$ cat config.mk
export PLATFORM = sky130hd
export DESIGN_NAME = multi_channel_accumulator
export DESIGN_NICKNAME = d
export VERILOG_FILES = /design/src/rtl/multi_channel_accumulator.sv
export SDC_FILE = /design/constraint.sdc
export NUM_CORES = 1
export LEC_CHECK = 0
export ABC_AREA = 1
export CAP_MARGIN = 20
export CELL_PAD_IN_SITES_DETAIL_PLACEMENT = 1
export CELL_PAD_IN_SITES_GLOBAL_PLACEMENT = 2
export CORE_MARGIN = 8
export CORE_UTILIZATION = 35
export DETAILED_ROUTE_END_ITERATION = 16
export GPL_TIMING_DRIVEN = 0
export MAX_ROUTING_LAYER = met4
export PLACE_DENSITY = 0.86
export SLEW_MARGIN = 25
export SYNTH_ARGS = -nofsm -noshare
export SYNTH_HDL_FRONTEND = slang
export SYNTH_SLANG_ARGS = --single-unit
$ cat constraint.sdc
create_clock -name clk -period 2.35 [get_ports clk]
set_input_delay 0.235 -clock clk [delete_from_list [all_inputs] [get_ports clk]]
set_output_delay 0.235 -clock clk [all_outputs]
set_load 0.03 [all_outputs]
$ cat src/rtl/multi_channel_accumulator.sv
// Per-channel running-sum accumulator with a valid/ready sample input and a single
// registered valid/ready result stage; wrap or saturate arithmetic selected by SAT_MODE.
module multi_channel_accumulator #(
  parameter int WIDTH    = 16,
  parameter int CHANNELS = 4,
  parameter int SAT_MODE = 0,
  localparam int CHAN_W  = (CHANNELS > 1) ? $clog2(CHANNELS) : 1
) (
  input  logic              clk,
  input  logic              rst,
  input  logic              in_valid,
  output logic              in_ready,
  input  logic [CHAN_W-1:0] in_chan,
  input  logic [WIDTH-1:0]  in_data,
  input  logic              in_clear,
  input  logic              clr_all,
  output logic              out_valid,
  input  logic              out_ready,
  output logic [CHAN_W-1:0] out_chan,
  output logic [WIDTH-1:0]  out_sum,
  output logic              out_ovf
);

  logic [WIDTH-1:0]  acc_q [CHANNELS];
  logic [WIDTH-1:0]  acc_d [CHANNELS];
  logic              out_valid_q, out_valid_d;
  logic [CHAN_W-1:0] out_chan_q, out_chan_d;
  logic [WIDTH-1:0]  out_sum_q, out_sum_d;
  logic              out_ovf_q, out_ovf_d;

  logic              accept_s;
  logic              chan_ok_s;
  logic [31:0]       chan_ext_s;
  logic [WIDTH-1:0]  base_s;
  logic [WIDTH:0]    sum_s;
  logic              ovf_s;
  logic [WIDTH-1:0]  new_s;

  assign in_ready   = !out_valid_q | out_ready;
  assign accept_s   = in_valid & in_ready;
  assign chan_ext_s = {{(32-CHAN_W){1'b0}}, in_chan};
  // Indices past CHANNELS are swallowed: accepted but never touch state or output.
  assign chan_ok_s  = (chan_ext_s < 32'(CHANNELS));

  // Datapath: select base, add with carry, apply wrap or clamp.
  always_comb begin
    base_s = {WIDTH{1'b0}};
    if (clr_all || in_clear || !chan_ok_s) begin
      base_s = {WIDTH{1'b0}};
    end else begin
      base_s = acc_q[in_chan];
    end
    sum_s = {1'b0, base_s} + {1'b0, in_data};
    ovf_s = sum_s[WIDTH];
    if ((SAT_MODE != 0) && ovf_s) begin
      new_s = {WIDTH{1'b1}};
    end else begin
      new_s = sum_s[WIDTH-1:0];
    end
  end

  // Next-state for accumulators and the result register.
  always_comb begin
    for (int i = 0; i < CHANNELS; i++) begin
      acc_d[i] = clr_all ? {WIDTH{1'b0}} : acc_q[i];
    end
    out_valid_d = out_valid_q;
    out_chan_d  = out_chan_q;
    out_sum_d   = out_sum_q;
    out_ovf_d   = out_ovf_q;
    if (accept_s && chan_ok_s) begin
      acc_d[in_chan] = new_s;
      out_valid_d    = 1'b1;
      out_chan_d     = in_chan;
      out_sum_d      = new_s;
      out_ovf_d      = ovf_s;
    end else if (out_ready) begin
      out_valid_d = 1'b0;
    end else begin
      out_valid_d = out_valid_q;
    end
  end

  // State registers with asynchronous active-low reset.
  always_ff @(posedge clk or negedge rst) begin
    if (!rst) begin
      for (int i = 0; i < CHANNELS; i++) begin
        acc_q[i] <= {WIDTH{1'b0}};
      end
      out_valid_q <= 1'b0;
      out_chan_q  <= {CHAN_W{1'b0}};
      out_sum_q   <= {WIDTH{1'b0}};
      out_ovf_q   <= 1'b0;
    end else begin
      for (int i = 0; i < CHANNELS; i++) begin
        acc_q[i] <= acc_d[i];
      end
      out_valid_q <= out_valid_d;
      out_chan_q  <= out_chan_d;
      out_sum_q   <= out_sum_d;
      out_ovf_q   <= out_ovf_d;
    end
  end

  assign out_valid = out_valid_q;
  assign out_chan  = out_chan_q;
  assign out_sum   = out_sum_q;
  assign out_ovf   = out_ovf_q;

endmodule

# [Word level (Yosys, flattened, before mapping)]
# Cells that the tools add are included.
[word_totals] reg_bits=84 input_bits=24 out_inout_bits=21 word_cells=36
[op_classes] n_reduce_logical=7 n_mux=14 order_cmp=3 bitwise_logic=3 addsub=1
[op_table] op="16-bit 2-to-1 mux" count=8
[op_table] op="64-bit bitwise mux" count=1
[op_table] op="64-bit 2-to-1 mux" count=1
[op_table] op="16-bit binary-select mux with 2-bit select" count=1
[op_table] op="16-bit demux with 2-bit select" count=1
[op_table] op="16-bit by 16-bit adder with 17-bit output" count=1
[op_table] op="3-bit >= comparator, second input constant" count=1
[op_table] op="2-bit by 3-bit less-than comparator with 1-bit output, second input constant" count=1
[op_table] op="3-bit by 1-bit less-than comparator with 1-bit output, second input constant" count=1
[op_table] op="2-bit inverter with 3-bit output" count=1
[op_table] op="1-bit logical AND" count=2
[op_table] op="1-bit logical NOT" count=2
[op_table] op="1-bit logical OR" count=2
[op_table] op="1-bit 2-to-1 mux" count=2
[op_table] op="2-bit nonzero test" count=1
[op_table] op="1-bit bitwise AND" count=1
[op_table] op="1-bit OR" count=1

# [Depth between registers and ports, before layout]
[logic_depth] word_depth=8 mapped_depth=16 depth_no_buf=15

# [Worst setup path after synthesis]
# Ideal clock, no wire load.
[synth_timing] path_kind="input to register" startpoint="in in_clear" endpoint="reg acc_q[14] in the netlist's numbering" cell_stages=14 arrival_time_ns=2.127 slack_ns=0.105 path_cell_list="or2_2 buf_1 clkbuf_1 a31oi_1 ha_1 fa_1 nand2_1 nand2_1 nand3_1 nand2_1 nand2_1 nand3_1 nand3_1 nand2_1"
[synth_lines] item="start, declared" line="15" rtl="input logic in_clear,"
[synth_lines] item="end signal, assigned by index" line="88" rtl="acc_q[i] <= {WIDTH{1'b0}};"
[synth_lines] item="end signal, assigned by index" line="96" rtl="acc_q[i] <= acc_d[i];"
[synth_lines] item="end, declared" line="24" rtl="logic [WIDTH-1:0] acc_q [CHANNELS];"

==> metrics.md <==
| Metric | Value |
|---|---|
| Synth Register Bits | `84` |
| Synth Cell Area | `4750 um^2` |
| Post-DP HPWL | `12.0 mm` |
| Diode count | `0` |
| Core region area | `13200 um^2` |
| Worst Setup Start Kind | `register` |
| Pins over their slew limit | `0` |
| Area grow syn2layout | `35.9%` |
| Routability cong. | `0.822` |
| Crit path max-delay cell type | `dfrtp_1` |
| Most frequent CP cell | `nand2_2` |
| Initial antenna violation count | `0` |
| Final min period | `2290 ps` |
| Comb pwr share | `22.5%` |
| Net Sw Power | `1.23 mW` |
| Synth unique cells | `35` |
| Status | `complete, no violations` |
| Mean post-synth cell area | `8.13 um^2` |
| Vias post-DR | `4659` |
| Kind of critical path | `register to register` |
| Routed wire length | `18.0 mm` |
| CP Max Fanout | `5` |
| Setup TNS | `0 ps` |
| DRT Pass-1 Iters | `5` |
| Clock power frac | `35.9%` |
| Post-route DRC | `0` |
| Post-synth EDFFs | `0` |
| CTS clock-pin slew for the worst setup and hold paths | `60 ps` |
| Clk_skew | `6.92 ps` |
| Flop pwr share | `41.6%` |
| Worst-Skew Late Latency | `350 ps` |
| Critical path, cell by cell | `a22oi_2, a31oi_4, ha_4, fa_2, nand2_2, nand2_2, and2_4, nand3_2, nand4_1, buf_6, nand3_1, nand2_1` |
| Final Non-Filler Cells | `842` |
| # setup viols final | `0` |
| Fin crit share | `97.4%` |
| Share of cells above drive strength 1 | `23.6%` |
| Vias in the first global route | `5106` |
| Sw Ratio | `31.4%` |
| Die Span Y | `132 um` |
| Post-DR vias/cell | `5.53` |
| Critical Path RT | `2580 ps` |
| Multi-input gate area | `2810 um^2` |
| Worst vdd ir | `307 uV` |
| Clock Path Buffers | `2` |
| Die area | `17500 um^2` |
| Fin. Hold Viols | `0` |
| Post-synthesis sequential area ratio | `44.3%` |
| Total design power | `3.92 mW` |
| Dpl cells | `805` |
| Root Buffer | `clkbuf_16` |
| Grt total ovfl | `0` |
| Worst slew margin | `59.9%` |
| Htree depth | `3` |
| Dominant synthesized flop cell | `dfrtp_1` |
| Final #Nets | `702` |
| Async S/R FF share, synth | `100%` |
| Most frequent cells in the layout | `nand3_1 (130), nand2_1 (127), dfrtp_1 (84)` |
| Mapped Nets | `625` |
| FF/Latch Area | `2100 um^2` |
| Pin count of the biggest net entering global routing | `50` |
| Most common cell after layout, fill and taps aside | `nand3_1` |
| Critical path arrival | `2520 ps` |
| Internal | `2.69 mW` |
| Final ANT Viol Nets | `0` |
| Worst Tran Pin Value | `601 ps` |
| GRT Total Usage | `20.7%` |
| TritonCTS buffer count | `9` |
| CP peak stage delay | `390 ps` |
| Wire per inst | `21.4 um` |
| Critical path capture point type | `register` |
| Fmax achieved | `437 MHz` |
| # fillers | `1559` |
| First-pass GRT wire length | `28.3 mm` |
| Static leakage | `2.98 nW` |
| Number of max-cap violations | `0` |
| Initial core utilization | `35.8%` |
| Min-Delay Path Class | `input pin to register` |
| Mapped Cells | `584` |
| Clock sinks | `84` |
| Pwr dens | `608 nW/um^2` |
| Die W | `132 um` |
| Initial DRC count | `280` |
| CTS tree | `done` |
| Port Buffers | `44` |
| YS warnings | `0` |
| Row count | `42` |
| IO Count | `45` |
==> final timing paths <==
path / startpoint / to / slack [ps] / depth (start not counted)
worst min register to register: out_sum[10] / out_sum[10] / 490 / 2
worst max register to register: acc_q[48] / acc_q[12] / 60 / 12
worst min-delay path: in_chan[0] / out_chan[0] / 260 / 3
worst max-delay path: acc_q[48] / acc_q[12] / 60 / 12
min in group asynchronous: rst / out_sum[2] / 340 / 2
max in group asynchronous: rst / acc_q[29] / 1440 / 3
==> per-layer routing <==
metal	track usage (%)	routed length (um)	vias to the layer above
li1	-	-	2127
met1	26.1	7920	2351
met2	33.3	8890	146
met3	2.38	830	35
met4	8.64	390	0
met5	-	0	-
==> through the flow <==
stage / utilization, % / cell area, um^2 / hold slack [ps] / worst slack, ps
4_1_cts: 46.1 / 6100 / 267 / 7.85
2_1_floorplan: - / 4750 / -60.6 / 105
5_1_grt: 48.7 / 6450 / 288 / -29.2
6_report: 48.7 / 6450 / 261 / 60.2
3_3_place_gp: 40.8 / 5410 / 465 / -2050
3_5_place_dp: 41.0 / 5440 / 160 / -1090
==> cells in the mapped netlist, drive strengths merged, types with 9 or more instances <==
cell,number,area [um^2]
ha,16,200
o21ai,39,210
buf,25,156
a22oi,16,120
a21oi,9,45.0
nor2,18,140
a31oi,16,100
nand2,152,598
dfrtp,84,2100
nand3,141,711
inv,45,174
==> cell families (layout without fill, tap and decap cells) <==
logic type / after synthesis / in the layout / share of synthesized area [%]
xor+xnor: 5 / 5 / 1.40
simple gates: 325 / 325 / 32.5
compound gates: 80 / 80 / 10.0
flops: 84 / 84 / 44.3
buf+inv: 73 / 155 / 7.20
fa+ha+maj: 17 / 17 / 4.64
==> power groups by stage <==
stage                     clock network [mW]  registers (mW)  logic, mW
after floorplan                            0            1.74      0.324
after global placement                     0            1.64      0.733
after detailed placement                   0            1.65      0.756
after CTS                               1.41            1.63      0.816
after global routing                    1.46            1.64      0.944
final                                   1.41            1.63      0.882
==> worst max-delay path: cells and delay by family, from the launching register on <==
kind	cells	cell delay [ps]
AO/OA/AOI/OAI	2	400
AND/OR/NAND/NOR	7	670
flip-flops	1	390
adder cells (fa/ha/maj)	2	550
buffers and inverters	1	150
==> sequential cells by signal, summed over array words and instances, names as in the netlist <==
register   flops
out_chan       2
out_valid      1
out_sum       16
acc_q         64
out_ovf        1
==> layout make-up <==
cell class / count / share of cell area (%)
clock inverter: 4 / 0.349
clock buffer: 12 / 4.13
buffer: 27 / 3.24
multi-input combinational: 427 / 43.6
timing repair buffer: 67 / 9.88
tap: 176 / 3.42
inverter: 45 / 2.78
sequential: 84 / 32.6
==> what timing repair did <==
action / in CTS / in global routing
resized for setup: 67 / 50
hold buffers: 1 / 0
hold endpoints to repair: 35 / 0
buffers inserted: 10 / 10
cloned: 1 / 0
endpoints found under the setup margin: 76 / 58
pin swaps: 19 / 13
(Power assumes the default switching activity.)
